--- config.mk ---
export PLATFORM = sky130hd
export DESIGN_NAME = read_src_fsm_flat
export DESIGN_NICKNAME = d
export VERILOG_FILES = /design/src/rtl/read_src_fsm_if.sv /design/src/rtl/read_src_fsm.sv /design/src/flat_wrapper.sv
export SDC_FILE = /design/constraint.sdc
export NUM_CORES = 1
export LEC_CHECK = 0
export BUFFER_PORTS_ARGS = -buffer_cell sky130_fd_sc_hd__clkbuf_2
export CAP_MARGIN = 30
export CORE_AREA = 2 2 460 462
export CTS_BUF_LIST = sky130_fd_sc_hd__clkbuf_4
export DETAILED_ROUTE_END_ITERATION = 6
export DIE_AREA = 0 0 462 464
export SYNTH_ARGS = -nofsm -noshare
export SYNTH_HDL_FRONTEND = slang
export SYNTH_SLANG_ARGS = --single-unit
--- constraint.sdc ---
create_clock -name clk -period 3.2 [get_ports clk]
set_input_delay 0.96 -clock clk [delete_from_list [all_inputs] [get_ports clk]]
set_output_delay 0.96 -clock clk [all_outputs]
set_load 0.02 [all_outputs]
--- src/rtl/read_src_fsm_if.sv ---
// ============================================================================
// Module   : read_src_fsm_if
// Purpose  : Bus bundle for the DMA source-side read engine. Carries the
//            AXI-MM read address channel, the read data channel and the
//            push side of the DMA data FIFO.
// Modports : master - read engine (drives AR, rready and FIFO push)
//            slave  - memory fabric / FIFO side
// Revision : 1.0 - initial release
// ============================================================================
`default_nettype none

interface read_src_fsm_if #(
  parameter int ADDR_W = 64,
  parameter int DATA_W = 512,
  parameter int LEN_W  = 8
) ();
  // AR channel
  logic              arvalid;
  logic              arready;
  logic [ADDR_W-1:0] araddr;
  logic [LEN_W-1:0]  arlen;
  logic [2:0]        arsize;
  logic [1:0]        arburst;
  // R channel
  logic              rvalid;
  logic              rready;
  logic [DATA_W-1:0] rdata;
  logic [1:0]        rresp;
  logic              rlast;
  // FIFO push side
  logic              fifo_almost_full;
  logic              fifo_wr_en;
  logic [DATA_W-1:0] fifo_wr_data;

  modport master (
    output arvalid, araddr, arlen, arsize, arburst,
    input  arready,
    input  rvalid, rdata, rresp, rlast,
    output rready,
    input  fifo_almost_full,
    output fifo_wr_en, fifo_wr_data
  );

  modport slave (
    input  arvalid, araddr, arlen, arsize, arburst,
    output arready,
    output rvalid, rdata, rresp, rlast,
    input  rready,
    output fifo_almost_full,
    input  fifo_wr_en, fifo_wr_data
  );
endinterface

`default_nettype wire

--- src/rtl/read_src_fsm.sv ---
// ============================================================================
// Module   : read_src_fsm
// Purpose  : Source-side read engine of the PIM DMA datapath. On a descriptor
//            go it issues one AXI-MM INCR read burst and pushes every OKAY
//            data beat straight into the DMA data FIFO. Reports done / error.
// Ports    : clk, reset          - clock, async active-high reset
//            go, src_addr, length - descriptor launch (sampled in IDLE only)
//            reset_dispatcher     - clears ERROR back to IDLE
//            bus (master)         - AR / R channels and FIFO push
//            busy, rd_fsm_done, rd_error, beat_count - status
// Revision : 1.0 - initial release
// ============================================================================
`default_nettype none

module read_src_fsm #(
  parameter int ADDR_W = 64,
  parameter int DATA_W = 512,
  parameter int LEN_W  = 8
) (
  input  wire logic              clk,
  input  wire logic              reset,
  input  wire logic              go,
  input  wire logic [ADDR_W-1:0] src_addr,
  input  wire logic [LEN_W-1:0]  length,
  input  wire logic              reset_dispatcher,
  read_src_fsm_if.master         bus,
  output logic                   busy,
  output logic                   rd_fsm_done,
  output logic                   rd_error,
  output logic [LEN_W:0]         beat_count
);

  localparam int             ARSIZE  = $clog2(DATA_W / 8);
  localparam logic [LEN_W:0] CNT_MAX = {1'b1, {LEN_W{1'b0}}};

  typedef enum logic [2:0] {
    IDLE           = 3'd0,
    ADDR_SETUP     = 3'd1,
    RD_SRC_WR_FIFO = 3'd2,
    DONE           = 3'd3,
    ERROR          = 3'd4
  } state_t;

  state_t            state;
  logic              arvalid_q;
  logic [ADDR_W-1:0] araddr_q;
  logic [LEN_W-1:0]  arlen_q;
  logic              err_flag;

  logic              rready;
  logic              beat;
  logic              resp_err;
  logic [LEN_W:0]    exp_beats;
  logic [LEN_W:0]    cnt_inc;
  logic              overrun;

  assign bus.arvalid = arvalid_q;
  assign bus.araddr  = araddr_q;
  assign bus.arlen   = arlen_q;
  assign bus.arsize  = 3'(ARSIZE);
  assign bus.arburst = 2'b01;

  // Back-pressure passes straight through; the FIFO guarantees a free slot
  // for the beat accepted in the same cycle almost_full rises.
  assign rready   = (state == RD_SRC_WR_FIFO) && !bus.fifo_almost_full;
  assign bus.rready = rready;
  assign beat     = bus.rvalid && rready;
  assign resp_err = (bus.rresp == 2'b10) || (bus.rresp == 2'b11);

  // Zero-latency push: error beats are consumed but never written.
  assign bus.fifo_wr_en   = beat && !resp_err;
  assign bus.fifo_wr_data = bus.rdata;

  assign exp_beats = (LEN_W+1)'(arlen_q) + (LEN_W+1)'(1);
  assign cnt_inc   = (beat_count == CNT_MAX) ? beat_count : beat_count + (LEN_W+1)'(1);
  // All expected beats already seen: any further beat is a protocol fault,
  // including an rlast that would otherwise match a saturated count.
  assign overrun   = (beat_count >= exp_beats);

  always_ff @(posedge clk or posedge reset) begin
    if (reset) begin
      state       <= IDLE;
      arvalid_q   <= 1'b0;
      araddr_q    <= '0;
      arlen_q     <= '0;
      err_flag    <= 1'b0;
      busy        <= 1'b0;
      rd_fsm_done <= 1'b0;
      rd_error    <= 1'b0;
      beat_count  <= '0;
    end else begin
      case (state)
        IDLE: begin
          if (go) begin
            araddr_q   <= src_addr;
            arlen_q    <= length;
            beat_count <= '0;
            err_flag   <= 1'b0;
            arvalid_q  <= 1'b1;
            busy       <= 1'b1;
            state      <= ADDR_SETUP;
          end
        end
        ADDR_SETUP: begin
          if (bus.arready) begin
            arvalid_q <= 1'b0;
            state     <= RD_SRC_WR_FIFO;
          end
        end
        RD_SRC_WR_FIFO: begin
          if (beat) begin
            beat_count <= cnt_inc;
            if (resp_err) begin
              err_flag <= 1'b1;
            end
            if (bus.rlast) begin
              if (err_flag || resp_err || overrun || (cnt_inc != exp_beats)) begin
                rd_error <= 1'b1;
                state    <= ERROR;
              end else begin
                rd_fsm_done <= 1'b1;
                state       <= DONE;
              end
            end else if (overrun) begin
              rd_error <= 1'b1;
              state    <= ERROR;
            end
          end
        end
        DONE: begin
          rd_fsm_done <= 1'b0;
          busy        <= 1'b0;
          state       <= IDLE;
        end
        ERROR: begin
          if (reset_dispatcher) begin
            rd_error <= 1'b0;
            busy     <= 1'b0;
            state    <= IDLE;
          end
        end
        default: begin
          arvalid_q   <= 1'b0;
          busy        <= 1'b0;
          rd_fsm_done <= 1'b0;
          rd_error    <= 1'b0;
          state       <= IDLE;
        end
      endcase
    end
  end

endmodule

`default_nettype wire

--- src/flat_wrapper.sv ---
// flat-port wrapper written by rule: the top's interface ports become plain ports
module read_src_fsm_flat 
#(
  parameter int ADDR_W = 64,
  parameter int DATA_W = 512,
  parameter int LEN_W  = 8
)
  (clk, reset, go, src_addr, length, reset_dispatcher, busy, rd_fsm_done, rd_error, beat_count, bus_arvalid, bus_araddr, bus_arlen, bus_arsize, bus_arburst, bus_arready, bus_rvalid, bus_rdata, bus_rresp, bus_rlast, bus_rready, bus_fifo_almost_full, bus_fifo_wr_en, bus_fifo_wr_data);
  read_src_fsm_if #(.ADDR_W(ADDR_W), .DATA_W(DATA_W), .LEN_W(LEN_W)) bus_i ();
  input  wire logic clk;
  input  wire logic reset;
  input  wire logic go;
  input  wire logic [ADDR_W-1:0] src_addr;
  input  wire logic [LEN_W-1:0] length;
  input  wire logic reset_dispatcher;
  output logic busy;
  output logic rd_fsm_done;
  output logic rd_error;
  output logic [LEN_W:0] beat_count;
  output wire logic [$bits(bus_i.arvalid)-1:0] bus_arvalid;
  output wire logic [$bits(bus_i.araddr)-1:0] bus_araddr;
  output wire logic [$bits(bus_i.arlen)-1:0] bus_arlen;
  output wire logic [$bits(bus_i.arsize)-1:0] bus_arsize;
  output wire logic [$bits(bus_i.arburst)-1:0] bus_arburst;
  input wire logic [$bits(bus_i.arready)-1:0] bus_arready;
  input wire logic [$bits(bus_i.rvalid)-1:0] bus_rvalid;
  input wire logic [$bits(bus_i.rdata)-1:0] bus_rdata;
  input wire logic [$bits(bus_i.rresp)-1:0] bus_rresp;
  input wire logic [$bits(bus_i.rlast)-1:0] bus_rlast;
  output wire logic [$bits(bus_i.rready)-1:0] bus_rready;
  input wire logic [$bits(bus_i.fifo_almost_full)-1:0] bus_fifo_almost_full;
  output wire logic [$bits(bus_i.fifo_wr_en)-1:0] bus_fifo_wr_en;
  output wire logic [$bits(bus_i.fifo_wr_data)-1:0] bus_fifo_wr_data;
  assign bus_arvalid = bus_i.arvalid;
  assign bus_araddr = bus_i.araddr;
  assign bus_arlen = bus_i.arlen;
  assign bus_arsize = bus_i.arsize;
  assign bus_arburst = bus_i.arburst;
  assign bus_i.arready = bus_arready;
  assign bus_i.rvalid = bus_rvalid;
  assign bus_i.rdata = bus_rdata;
  assign bus_i.rresp = bus_rresp;
  assign bus_i.rlast = bus_rlast;
  assign bus_rready = bus_i.rready;
  assign bus_i.fifo_almost_full = bus_fifo_almost_full;
  assign bus_fifo_wr_en = bus_i.fifo_wr_en;
  assign bus_fifo_wr_data = bus_i.fifo_wr_data;
  read_src_fsm #(.ADDR_W(ADDR_W), .DATA_W(DATA_W), .LEN_W(LEN_W)) u_core (.clk(clk), .reset(reset), .go(go), .src_addr(src_addr), .length(length), .reset_dispatcher(reset_dispatcher), .bus(bus_i), .busy(busy), .rd_fsm_done(rd_fsm_done), .rd_error(rd_error), .beat_count(beat_count));
endmodule
==> key figures <==
Placement
  – Hpwl dp: around 140000 µm
  – Pre-CTS WS: roughly 0.013 ns
  – PortBufs: 167
  – Placed cell count: 3329
  – GP Congestion: ~0.77

Synth
  – Yosys top cell area share: 0.468
  – Simple-gate portion of the synthesized area: 0.0594
  – Largest cells by area after synthesis: buf_4 (47%), dfrtp_1 (27%), mux2_2 (9.8%)
  – Post-synth EDFFs: 0
  – Adder-Cell Fraction of Synth Area: 0.0181
  – Synth Register Bits: roughly 90
  – Compound-Gate Fraction of Synth Area: 0.0508
  – Async set-reset flop share out of synthesis: 1.00
  – Library cells used by synthesis: 61
  – Area leader, netlist: buf_4
  – Syn. warnings: 0
  – Avg Inst Size Synth: approximately 9.5 µm²
  – Synth Instances: 872
  – Main synth FF type: dfrtp_1
  – Commonest cells post-synth: buf_4 (518), dfrtp_1 (89), mux2_2 (72), o21ai_0 (18), nand2_1 (15)
  – Seq/Total Area, Yosys: 0.268
  – XOR/XNOR share of the synthesized area: 0.0199
  – Synthesized cell area: 0.00831 mm²
  – Most frequent cell after synthesis: buf_4
  – Main combinational cell family by area after synthesis: buffers and inverters
  – Mux cell area share after synthesis: 0.0976

Critical path
  – CP max stage delay: ~0.43 ns
  – Slowest cell on crit path: dfrtp_1
  – CP bufs+invs: 0
  – Crit path depth: 11
  – Worst Setup EP: u_core.state[2]$_DFFE_PP0P_
  – Cells on worst reg2reg path: 11
  – CP delay by family, top: simple AND/OR/NAND/NOR gates
  – Crit end category: flop
  – Cell breakdown of the critical path: ha_1 > nand2_1 > or3_1 > and2_1 > ha_1 > and3_1 > and3_1 > a211oi_2 > o221ai_2 > nor4_4 > o21ai_0
  – Req. time, crit path: 3.62 ns
  – Startpoint Class: flop
  – Critical Path Start: u_core.bus.arlen[0]$_DFFE_PP0P_
  – CP arrival: 3.45 ns
  – FF-to-FF Start: u_core.bus.arlen[0]$_DFFE_PP0P_
  – RR Endpoint: u_core.state[2]$_DFFE_PP0P_
  – R2r setup slk: between 0.15 and 0.2 ns
  – WS Path Type: reg -> reg
  – Maximum fanout along the worst path: 4

Clock network
  – CTS tree: done
  – CTS clk-pin slew, worst paths: 0.16 ns
  – H-tree Lvls: 3
  – Num CTS Buffers: 9
  – # Post-CTS Setup Buffers: 0
  – Clk buf depth: 2
  – CTS sink count: 89
  – CTS root buf: clkbuf_4
  – Worst-Skew Late Latency: about 0.55 ns
  – CTS Hold Bufs: 0

Route
  – Vias per cell: around 1.5
  – Detailed-route via count: between 4000 and 5000
  – WL per Instance: 44.3 µm
  – Routed WL: between 100000 and 150000 µm
  – Number of DRC markers in iteration 0: ~260
  – Residual DRC: 0
  – Drt first pass iters: 4
  – Antenna-violating nets left: 0

STA
  – Post-route minimum period: approximately 3.0 ns
  – Worst slew margin: 0.443
  – Final hold vios: 0
  – F_max: ~0.33 GHz
  – Endpoints failing setup: 0
  – Worst setup margin: between 0.15 and 0.2 ns
  – Final period utilization: 0.945
  – Worst slew pin tran: ~0.83 ns
  – Slew Viols, Final: 0
  – Clk_skew: between 0.02 and 0.025 ns

Die
  – # rows: about 170
  – I/O Pins: about 1200
  – Die height: 464 µm
  – Die Area: between 0.2 and 0.25 mm²
  – Initial core utilization: 0.0397
  – Die X: between 400 and 500 µm
  – Core footprint: roughly 0.21 mm²

Status
  – Outcome: completed

Layout
  – Layout cell share with drive strength beyond 1: 0.539
  – Layout Cells excl Fill: 3354
  – Nets: between 1000 and 1500
  – Layout area overhead: 8.66%

Power
  – LEAKAGE: between 2 and 3 nW
  – Cell Pwr Density: roughly 680 mW/mm²
  – VDD IR max: approximately 340 µV

Global routing
  – Overflow after GRT: 0
  – GRT Total Usage: 0.133
  – First-pass GRT wire length: 159000 µm
  – Largest net degree at the start of global routing: 36
  – Vias in the first global route: approximately 4800
  – Initial antenna violation count: 40

Flow run
  – Max Cap Viol: 0

Hold path
  – Hold Crit Class: reg -> reg
cells by family (layout without fill, tap and decap cells):
family,count (synthesis),count (layout)
flops,89,89
other cells,2,14
compound gates,61,61
mux,72,72
buf+inv,544,209
xor+xnor,12,12
fa+ha+maj,12,12
simple gates,80,80
cell usage in the layout (no fill, tap or decap), types with 3 or more instances in the layout:
master and n:
a211oi_1 3, a21oi_1 13, a22o_1 3, and2_1 3, buf_12 4, buf_4 11
clkbuf_2 166, clkbuf_4 9, conb_1 5, dfrtp_1 88, diode_2 9, ha_1 12
inv_1 11, mux2_2 72, nand2_1 14, nand3_1 4, nand4_1 4, nor2_1 14
nor2b_1 7, nor3_1 4, o211ai_1 3, o21ai_0 18, o41ai_1 3, or3_1 3
xnor2_1 5, xor2_1 3
final cells by class:
class	instances	area (µm²)
Fill cell	24800	200000
Tap cell	2805	3510
Sequential cell	89	2230
Multi-Input combinational cell	242	2090
Timing Repair Buffer	181	993
Clock inverter	7	68.8
Clock buffer	9	67.6
Inverter	12	48.8
Antenna cell	9	22.5
what timing repair did:
item	CTS	global route
gates resized for setup	1	2
gates cloned	0	0
setup endpoints to repair	2	5
metal layers:
layer | global-route usage | up-vias | part of all wire
met5 | 0.00995 | - | 0.0044
met4 | 0.0460 | 60 | 0.036
met3 | 0.233 | 240 | 0.37
met2 | 0.229 | 1007 | 0.49
met1 | 0.0377 | 1936 | 0.10
li1 | - | 1661 | -
per-stage QoR:
| step | power (mW) | area [µm²] | hold slack (ns) | util | setup TNS, ns |
|---|---|---|---|---|---|
| final | 6.17 | 9020 | 0.520 | 0.0432 | 0 |
| after global routing | 6.62 | 9010 | 0.531 | 0.0431 | -0.0637 |
| after CTS | 6.51 | 8990 | 0.482 | 0.0430 | 0 |
| after detailed placement | 5.76 | 8850 | 0.493 | 0.0423 | 0 |
| after global placement | 5.69 | 8850 | 0.490 | 0.0423 | 0 |
| after floorplan | 4.80 | 8330 | 0.474 | - | 0 |
how the worst min path moves through the flow:
stage	start	end	slack (ns)	cells after the start
finish	u_core.bus.araddr[54]$_DFFE_PP0P_	u_core.bus.araddr[54]$_DFFE_PP0P_	0.52	1
global route	reset	u_core.bus.araddr[38]$_DFFE_PP0P_	0.53	2
CTS	reset	u_core.bus.araddr[38]$_DFFE_PP0P_	0.48	2
detailed placement	u_core.bus.araddr[26]$_DFFE_PP0P_	u_core.bus.araddr[26]$_DFFE_PP0P_	0.49	1
global placement	u_core.err_flag$_DFFE_PP0P_	u_core.err_flag$_DFFE_PP0P_	0.49	1
floorplan	u_core.err_flag$_DFFE_PP0P_	u_core.err_flag$_DFFE_PP0P_	0.47	1
state kept, by name (all words and copies together), names as in the netlist:
register            count
u_core.beat_count       9
u_core.err_flag         1
u_core.state            3
u_core.busy             1
u_core.bus.arvalid      1
u_core.rd_error         1
u_core.bus.arlen        8
u_core.bus.araddr      64
u_core.rd_fsm_done      1
worst reg2reg max path: stages (launching register included):
cell      delay, ns
dfrtp_1        0.43
ha_1           0.19
nand2_1        0.09
or3_1          0.36
and2_1         0.18
ha_1           0.29
and3_1         0.19
and3_1         0.19
a211oi_2       0.30
o221ai_2       0.19
nor4_4         0.37
o21ai_0        0.14
where the power goes:
group          internal, mW  switching, mW
clock network         0.238          0.454
logic                  1.22           2.22
registers              1.64          0.395
total                  3.10           3.07
Power figures use the tool's default switching activity.
